File: src/rtl/hazard_pkg.sv
// Shared types and constants for the pipeline hazard controller.
package hazard_pkg;

  localparam int unsigned REG_NUM_BITWIDTH_DEF = 5;
  localparam int unsigned NUM_REGS             = 2**REG_NUM_BITWIDTH_DEF;

  typedef enum logic {
    ST_IDLE  = 1'b0,
    ST_FLUSH = 1'b1
  } flush_state_t;

endpackage

File: src/rtl/flush_timer.sv
// Holds if_flush for FLUSH_CYCLES cycles after a taken branch; a new branch
// during the window restarts it.
module flush_timer
  import hazard_pkg::*;
#(
  parameter int unsigned FLUSH_CYCLES = 2
) (
  input  logic clk,
  input  logic rst,
  input  logic ex_branchTaken,
  output logic if_flush
);

  localparam int unsigned CW = (FLUSH_CYCLES > 1) ? $clog2(FLUSH_CYCLES) : 1;
  localparam logic [CW-1:0] RELOAD = CW'(FLUSH_CYCLES - 1);

  flush_state_t  state, state_n;
  logic [CW-1:0] cnt, cnt_n;

  always_ff @(posedge clk or posedge rst) begin
    if (rst) begin
      state <= ST_IDLE;
      cnt   <= '0;
    end else begin
      state <= state_n;
      cnt   <= cnt_n;
    end
  end

  // The branch cycle itself is covered combinationally, so FLUSH lasts
  // FLUSH_CYCLES-1 cycles and is skipped entirely when that is zero.
  always_comb begin
    state_n = state;
    cnt_n   = cnt;
    case (state)
      ST_IDLE: begin
        if (ex_branchTaken && (RELOAD != '0)) begin
          state_n = ST_FLUSH;
          cnt_n   = RELOAD;
        end
      end
      ST_FLUSH: begin
        if (ex_branchTaken) begin
          cnt_n = RELOAD;
        end else if (cnt <= CW'(1)) begin
          state_n = ST_IDLE;
          cnt_n   = '0;
        end else begin
          cnt_n = cnt - CW'(1);
        end
      end
      default: begin
        state_n = ST_IDLE;
        cnt_n   = '0;
      end
    endcase
  end

  assign if_flush = ex_branchTaken | (state == ST_FLUSH);

endmodule

File: src/rtl/hazard_scoreboard.sv
// Load-use / scoreboard / structural hazard detection with pending-register
// tracking. Optional HAZARD_WB_BYPASS_EN lets a same-cycle writeback clear a
// source hazard.
module hazard_scoreboard
  import hazard_pkg::*;
#(
  parameter int unsigned REG_NUM_BITWIDTH = REG_NUM_BITWIDTH_DEF,
  parameter int unsigned MAX_OUTSTANDING  = 4,
  parameter int unsigned CNT_BITWIDTH     = 3,
  parameter int unsigned FLUSH_CYCLES     = 2
) (
  input  logic                          clk,
  input  logic                          rst,
  input  logic                          if_valid,
  input  logic [REG_NUM_BITWIDTH-1:0]   if_Rs1,
  input  logic [REG_NUM_BITWIDTH-1:0]   if_Rs2,
  input  logic                          id_memRead,
  input  logic [REG_NUM_BITWIDTH-1:0]   id_Rd,
  input  logic                          issue_long,
  input  logic [REG_NUM_BITWIDTH-1:0]   issue_Rd,
  input  logic                          wb_valid,
  input  logic [REG_NUM_BITWIDTH-1:0]   wb_Rd,
  input  logic                          ex_branchTaken,
  output logic                          stall,
  output logic                          PCWrite,
  output logic                          id_doNOP,
  output logic                          if_flush,
  output logic [2**REG_NUM_BITWIDTH-1:0] pending_mask,
  output logic [CNT_BITWIDTH-1:0]       pending_count
);

  localparam int unsigned NREG = 2**REG_NUM_BITWIDTH;
  localparam logic [CNT_BITWIDTH-1:0] CNT_MAX = CNT_BITWIDTH'(MAX_OUTSTANDING);

  logic            rs1_sb, rs2_sb, load_use, sb_hazard, struct_hazard;
  logic            accept, clear;
  logic [NREG-1:0] mask_n;
  logic [CNT_BITWIDTH-1:0] count_n;

  flush_timer #(.FLUSH_CYCLES(FLUSH_CYCLES)) u_flush_timer (
    .clk            (clk),
    .rst            (rst),
    .ex_branchTaken (ex_branchTaken),
    .if_flush       (if_flush)
  );

`ifdef HAZARD_WB_BYPASS_EN
  // The register file forwards a same-cycle writeback to the read port.
  assign rs1_sb = pending_mask[if_Rs1] & ~(wb_valid && (wb_Rd == if_Rs1));
  assign rs2_sb = pending_mask[if_Rs2] & ~(wb_valid && (wb_Rd == if_Rs2));
`else
  assign rs1_sb = pending_mask[if_Rs1];
  assign rs2_sb = pending_mask[if_Rs2];
`endif

  assign load_use      = id_memRead && (id_Rd != '0) &&
                         ((id_Rd == if_Rs1) || (id_Rd == if_Rs2));
  assign sb_hazard     = rs1_sb | rs2_sb;
  assign struct_hazard = issue_long && (pending_mask[issue_Rd] || (pending_count == CNT_MAX));

  assign stall    = if_valid & (load_use | sb_hazard | struct_hazard) & ~if_flush;
  assign PCWrite  = ~stall;
  assign id_doNOP = stall;

  assign accept = if_valid & issue_long & ~stall & ~if_flush & (issue_Rd != '0);
  assign clear  = wb_valid & pending_mask[wb_Rd];

  // Set is applied after clear so a same-register pair leaves the bit set.
  always_comb begin
    mask_n  = pending_mask;
    count_n = pending_count;
    if (clear)  mask_n[wb_Rd]    = 1'b0;
    if (accept) mask_n[issue_Rd] = 1'b1;
    mask_n[0] = 1'b0;
    if (accept && !clear)      count_n = pending_count + CNT_BITWIDTH'(1);
    else if (clear && !accept) count_n = pending_count - CNT_BITWIDTH'(1);
  end

  always_ff @(posedge clk or posedge rst) begin
    if (rst) begin
      pending_mask  <= '0;
      pending_count <= '0;
    end else begin
      pending_mask  <= mask_n;
      pending_count <= count_n;
    end
  end

endmodule

File: config.mk
export PLATFORM = sky130hd
export DESIGN_NAME = hazard_scoreboard
export DESIGN_NICKNAME = d
export VERILOG_FILES = /design/src/rtl/hazard_pkg.sv /design/src/rtl/flush_timer.sv /design/src/rtl/hazard_scoreboard.sv
export SDC_FILE = /design/constraint.sdc
export NUM_CORES = 1
export LEC_CHECK = 0
export CORE_ASPECT_RATIO = 0.75
export CORE_MARGIN = 2
export CORE_UTILIZATION = 40
export CTS_BUF_LIST = sky130_fd_sc_hd__clkbuf_8
export DETAILED_ROUTE_END_ITERATION = 8
export GPL_TIMING_DRIVEN = 0
export PLACE_DENSITY = 0.65
export REMOVE_ABC_BUFFERS = 1
export SKIP_LAST_GASP = 1
export SYNTH_ARGS = -nofsm -noshare
export SYNTH_HDL_FRONTEND = slang
export SYNTH_SLANG_ARGS = --single-unit
export TNS_END_PERCENT = 1
File: constraint.sdc
create_clock -name clk -period 3.81 [get_ports clk]
set_clock_uncertainty 0.2 [all_clocks]
set_input_delay 0.762 -clock clk [delete_from_list [all_inputs] [get_ports clk]]
set_output_delay 0.762 -clock clk [all_outputs]
set_load 0.02 [all_outputs]
# ---- After elaboration in Yosys (flattened, before gate mapping)
# Cells that the tools add are included.
dict set report totals {
  reg_bits 36
  output_inout_bits 39
  elab_cells 73
  inputBits 32
}
dict set report classes {
  reduce_logical 14
  n_mux 24
  add_sub_neg 3
  n_eq_ne 4
  n_lt_le_gt_ge 7
  bitwise 17
}
# cell n
set ops {}
lappend ops {{2-to-1 mux 32 bit} 2}
lappend ops {{bitwise AND 32 bit} 1}
lappend ops {{NOT 32 bit} 1}
lappend ops {{bitwise OR 32 bit} 1}
lappend ops {{less-than comparator 5 x 6 -> 1 bit (second input constant)} 4}
lappend ops {{binary-select mux 1 bit (select 5 bit)} 4}
lappend ops {{2-to-1 mux 1 bit} 12}
lappend ops {{demux 1 bit (select 5 bit)} 2}
lappend ops {{equality test 5 bit} 2}
lappend ops {{greater-or-equal comparator 5 x 1 -> 1 bit (second input constant)} 2}
lappend ops {{nonzero test 5 bit} 2}
lappend ops {{bitwise AND 1 bit} 7}
lappend ops {{logical AND 1 bit} 7}
lappend ops {{2-to-1 mux 3 bit} 2}
lappend ops {{bitwise OR 1 bit} 4}
lappend ops {{one-hot mux 1 bit (2 select lines)} 2}
lappend ops {{adder 3 x 1 -> 3 bit (second input constant)} 1}
lappend ops {{equality test 3 bit (second input constant)} 1}
lappend ops {{NOT 1 bit} 3}
lappend ops {{subtractor 3 x 1 -> 3 bit (second input constant)} 1}
lappend ops {{logical NOT 1 bit} 2}
lappend ops {{logical OR 1 bit} 2}
lappend ops {{inequality test 2 bit (second input constant)} 1}
lappend ops {{nonzero test 2 bit} 1}
lappend ops {{other kinds (2)} 2}

# ---- Logic depth before layout (Yosys ltp)
dict set report depth {
  depth_word 15
  ltp_mapped 14
  mapped_depth_nobuf 12
}

# ---- By module
# From an unflattened synthesis, not the netlist that was laid out.
dict set report hier_totals {
  hier_cells 307
  hier_area_um2 3099.2
}
# module instances seq_area_each_um2 area_each_um2 cells_per_inst
set modules_own_cells {}
lappend modules_own_cells {hazard_scoreboard 1 850.8 3064.2 304}
lappend modules_own_cells {flush_timer 1 25.0 35.0 3}

# ---- Worst setup path before layout
# Ideal clock, no wire load.
dict set report synth_timing {
  path_type {input -> register}
  start {input wb_Rd[0]}
  end {register pending_count[2]}
  t_arrival_ps 3419
  setup_ps 80
  path_slack_ps 111
  t_required_ps 3530
  stages 12
  path_buffers 2
  cell_sequence {buf_2 -> mux4_2 -> nor2b_1 -> nor4_2 -> clkbuf_1 -> nand2b_1 -> ha_1 -> inv_1 -> fa_1 -> xor2_1 -> nor2_1 -> xor2_1}
}
dict set report synth_between {
  elab_chain_cells 6
  word_cells_on_any_way 8
  classes_between {3 x mux; 1 x bitwise; 4 x reduce/logical}
}
# element line_no
set synth_lines {}
lappend synth_lines {{from (decl)} hazard_scoreboard.sv:22} ;# input logic [REG_NUM_BITWIDTH-1:0] wb_Rd,
lappend synth_lines {{binary-select mux 1 bit (select 5 bit) *} hazard_scoreboard.sv:66} ;# assign clear = wb_valid & pending_mask[wb_Rd];
lappend synth_lines {{2-to-1 mux 1 bit (implied by the code) *} hazard_scoreboard.sv:66}
lappend synth_lines {{bitwise AND 1 bit *} hazard_scoreboard.sv:66}
lappend synth_lines {{logical NOT 1 bit} hazard_scoreboard.sv:75} ;# if (accept && !clear) count_n = pending_count + CNT_BITWIDTH'(1);
lappend synth_lines {{logical AND 1 bit} hazard_scoreboard.sv:75}
lappend synth_lines {{2-to-1 mux 3 bit or nonzero test 2 bit (tied branches)} --}
lappend synth_lines {{to (signal assigned)} hazard_scoreboard.sv:85} ;# pending_count <= count_n;
lappend synth_lines {{to (decl)} hazard_scoreboard.sv:29} ;# output logic [CNT_BITWIDTH-1:0] pending_count
# Mark *: on every way between the ends. The rest lies on a longest branch, timed or not. The select of a mux whose other input is x is not followed.
# A chain may end at the register's enable or synchronous reset.

# ---- Worst setup path after layout
dict set report layout_timing {
  start {input if_Rs1[0]}
  end {output stall}
}
dict set report layout_between {
  elab_chain_cells 7
  word_cells_on_any_way 10
  classes_between {1 x eq/ne; 2 x mux; 5 x bitwise; 2 x reduce/logical}
}
# element line_no
set layout_lines {}
lappend layout_lines {{from (decl)} hazard_scoreboard.sv:15} ;# input logic [REG_NUM_BITWIDTH-1:0] if_Rs1,
lappend layout_lines {{binary-select mux 1 bit (select 5 bit) or equality test 5 bit (tied branches)} {hazard_scoreboard.sv:52, hazard_scoreboard.sv:57}}
lappend layout_lines {{2-to-1 mux 1 bit (implied by the code) or logical OR 1 bit (tied branches)} {hazard_scoreboard.sv:52, hazard_scoreboard.sv:57}}
lappend layout_lines {{bitwise OR 1 bit or logical AND 1 bit (tied branches)} {hazard_scoreboard.sv:58, hazard_scoreboard.sv:56}}
lappend layout_lines {{bitwise OR 1 bit * (2 in series)} hazard_scoreboard.sv:61} ;# assign stall = if_valid & (load_use | sb_hazard | struct_hazard) & ~if_flush;
lappend layout_lines {{bitwise AND 1 bit * (2 in series)} hazard_scoreboard.sv:61}
lappend layout_lines {{to (decl)} hazard_scoreboard.sv:24} ;# output logic stall,
# Marked as above.

==> results.toml <==
[run_status]
status = "complete, no violations"

[logic_synthesis]
synth_cell_types = 59
yosys_most_used_dff = "dfrtp_1"
async_flop_share = 1.000
ys_seq_area_frac = 0.2791
synth_edf_count = 0
syn_inst = 322
syn-mean-instance-area_um2 = 9.745
yosysTopAreaCell = "dfrtp_1"
yosys_warnings = 0
synthTopCellsByArea = "dfrtp_1 (28%), mux4_2 (12%), o31ai_1 (7.7%), mux2i_1 (5.7%), o41ai_1 (3.9%)"
synth_top_area_frac = 0.2791
netlist_area_um2 = 3138
ys_seq_elements = 35

[critical_path]
critPathMaxStageDelay_ns = 0.57
crit_family = "buffers and inverters"
crit_type = "input pin to output pin"
reg2reg_slack_ns = 0.47
crit_required_ns = 2.85
start_kind = "input pin"
crit_chain = "clkdlybuf4s15_2 > mux4_2 > o2111ai_1 > o221a_2 > nand2_1 > o21a_1 > clkdlybuf4s15_1"
reg2reg_depth = 13
r2r-start = "pending_mask[17]"
slowest_stage = "mux4_2"
path_buf_inv = 2
reg2reg_to = "pending_count[2]"
cp.arrival_ns = 2.76
crit_fanout = 13
cp-end-kind = "output pin"

[worst_hold_path]
worstHoldEndpoint = "pending_count[2]"
holdPathStages = 1
worstHoldStart = "pending_count[2]"
hold_class = "flip-flop to flip-flop"

[layout]
utilization = 0.5502
fillCellCount = 667
layout.nets = 422
area_growth_pct = 30.90
antenna_cells = 0
drive_gt1_frac = 0.2031

[route]
postRouteAntennaNets = 0
totalWireLength_um = 10520
drt_iter0_drc = 301
vias_per_cell = 6.357
dr_total_vias = 3115
wire_per_inst_um = 21.47
drc = 0
drt_pre_antenna_iters = 5

[clock_tree]
cts_root_buf = "clkbuf_8"
tritoncts = "built"
htree_num_levels = 2
hold_buffers = 0
clk_pin_slew_worst_paths_ns = 0.08
clkLatencyLatePin_ns = 0.30
cts_buffers = 5
clock-sinks = 35
cts.path.max_buffers = 2

[global_routing]
grt_pass1_vias = 3017
antenna_found_initial = 0
grt_first_pass_wirelength_um = 16450
overflow = 0
grt_usage = 0.2528
grt_max_degree = 26

[die]
row_count = 27
initial_core_util = 0.4203
die_w_um = 106.3
fp.dieH_um = 80.71
io_pins = 71
dieArea_um2 = 8577
core_um2 = 7466

[timing]
post-route-min-period_ns = 3.724
setup_viol = 0
hold_violations = 0
setup-tns-final_ns = 0
rsz0062_at_grt = "yes"
maxSlewViolCount = 0
period_share = 0.9774
tightest_slew_ns = 1.202
max_freq_mhz = 268.5
slew_headroom = 0.1989
worst_slack_ns = 0.08604

[placement]
post-dp-hpwl_um = 7533
dp_slack_ns = -1.667
portBuffers = 69
place_congestion = 0.9266

[pwr]
power.density_nw_per_um2 = 294.3
vdd_drop_max_mv = 0.1820
power.leakage_nw = 1.557

[flow_run]
cap_violations = 0
worst max-delay path by stage:
| stage | start | end | slack [ns] | depth (start not counted) |
|---|---|---|---|---|
| global placement | wb_Rd[0] | pending_count[2] | -2.28 | 11 |
| global route | id_Rd[0] | stall | -0.03 | 7 |
| detailed placement | issue_Rd[1] | stall | -1.67 | 8 |
| CTS | issue_Rd[0] | pending_count[2] | -0.02 | 12 |
| floorplan | wb_Rd[0] | pending_count[2] | -0.54 | 10 |
| finish | if_Rs1[0] | stall | 0.09 | 7 |
power by group:
group	internal [W]	switching, W	total, W
Sequential	0.000411	0.0000720	0.000483
Clock	0.000125	0.000146	0.000271
Combinational	0.000223	0.000232	0.000455
worst register-to-register path, delay by kind of cell, from the launching register on:
family	cells	cell delay, ns
multiplexers	1	0.50
AND/OR/NAND/NOR	5	0.90
buffers and inverters	3	0.33
flip-flops	1	0.49
XOR/XNOR	2	0.31
adder cells (fa/ha/maj)	2	0.55
cells by family after synthesis:
family,share of synthesized area
buffers and inverters,0.05821
AOI/OAI and AO/OA,0.2253
muxes,0.2081
xor gates and xnor gates,0.03628
and+or+nand+nor,0.1814
adders and majority gates,0.01037
DFF,0.2791
other,0.001195
synthesized netlist by cell type (2+ instances only):
cell type,count
a311o_1,2
a221oi_1,3
mux2i_1,18
or3_1,4
nand3b_1,6
nand4_1,3
nor3_1,7
o21ai_1,10
buf_6,2
nor2_1,19
buf_2,8
or3b_2,4
nor2b_1,9
nand3_1,6
nand2b_1,8
mux2_2,5
a22oi_1,5
o41ai_2,2
inv_1,14
buf_4,3
nor3b_1,2
nand2_1,17
xor2_1,12
clkbuf_1,11
dfrtp_1,35
mux4_2,17
mux2_1,3
o41ai_1,14
a22o_1,2
o21ai_0,8
nand4b_1,2
o221a_2,2
o31ai_1,32
o22ai_1,2
through the flow:
stage                     cells  cell area, µm²  hold slack, ns   power, W
after global placement      467            3825          0.2995  0.0009092
after CTS                   480            4003          0.3215   0.001196
after global routing        490            4108          0.3392   0.001279
after detailed placement    470            3884          0.3069  0.0009251
after floorplan             297            3008          0.3956  0.0006991
final                       490            4108          0.3180   0.001209
timing repair:
action | in CTS | in global routing
gates resized for setup | 58 | 19
pin swaps | 2 | 3
endpoints found under the setup margin | 37 | 5
buffers inserted | 2 | 10
hold endpoints to repair | 0 | 0
state kept, by name (all words and copies together) (netlist names):
register	flops
pending_mask	31
pending_count	3
u_flush_timer.state	1
metal layers:
layer	vias to the layer above	routed length (µm)	global-route usage
li1	1395	-	-
met3	11	1196	0.04870
met2	192	4675	0.3865
met5	-	0	0
met1	1517	4550	0.3674
met4	0	97	0.06711
area by class of cell:
cell class / instances / area, µm² / share of cell area
inverter: 14 / 56.30 / 0.01371
multi-input combinational: 248 / 2151 / 0.5236
clock inverter: 3 / 15.01 / 0.003655
timing repair buffer: 84 / 814.5 / 0.1983
clock buffer: 5 / 68.82 / 0.01675
tap: 101 / 126.4 / 0.03076
sequential: 35 / 875.8 / 0.2132
layout by cell type (no fill, tap or decap), types with 3 or more instances in the layout:
| cell type | netlist | routed |
|---|---|---|
| clkdlybuf4s15_2 | 0 | 4 |
| xor2_1 | 12 | 12 |
| a22oi_1 | 5 | 5 |
| nand2b_1 | 8 | 8 |
| mux4_2 | 17 | 17 |
| buf_6 | 2 | 4 |
| o21ai_1 | 10 | 11 |
| clkdlybuf4s50_1 | 0 | 53 |
| clkbuf_2 | 0 | 3 |
| nor2_1 | 19 | 18 |
| clkinv_2 | 0 | 3 |
| mux2_2 | 5 | 5 |
| nand3b_1 | 6 | 6 |
| nor2b_1 | 9 | 9 |
| or3_1 | 4 | 4 |
| mux2_1 | 3 | 3 |
| nand4_1 | 3 | 3 |
| nand3_1 | 6 | 6 |
| clkbuf_8 | 0 | 5 |
| or3b_2 | 4 | 4 |
| o21ai_0 | 8 | 7 |
| o41ai_1 | 14 | 14 |
| dfrtp_1 | 35 | 35 |
| nand2_1 | 17 | 17 |
| o31ai_1 | 32 | 31 |
| clkbuf_4 | 0 | 3 |
| mux2i_1 | 18 | 18 |
| nor3_1 | 7 | 5 |
| inv_1 | 14 | 13 |
| buf_4 | 3 | 12 |
Power figures use the tool's default switching activity.
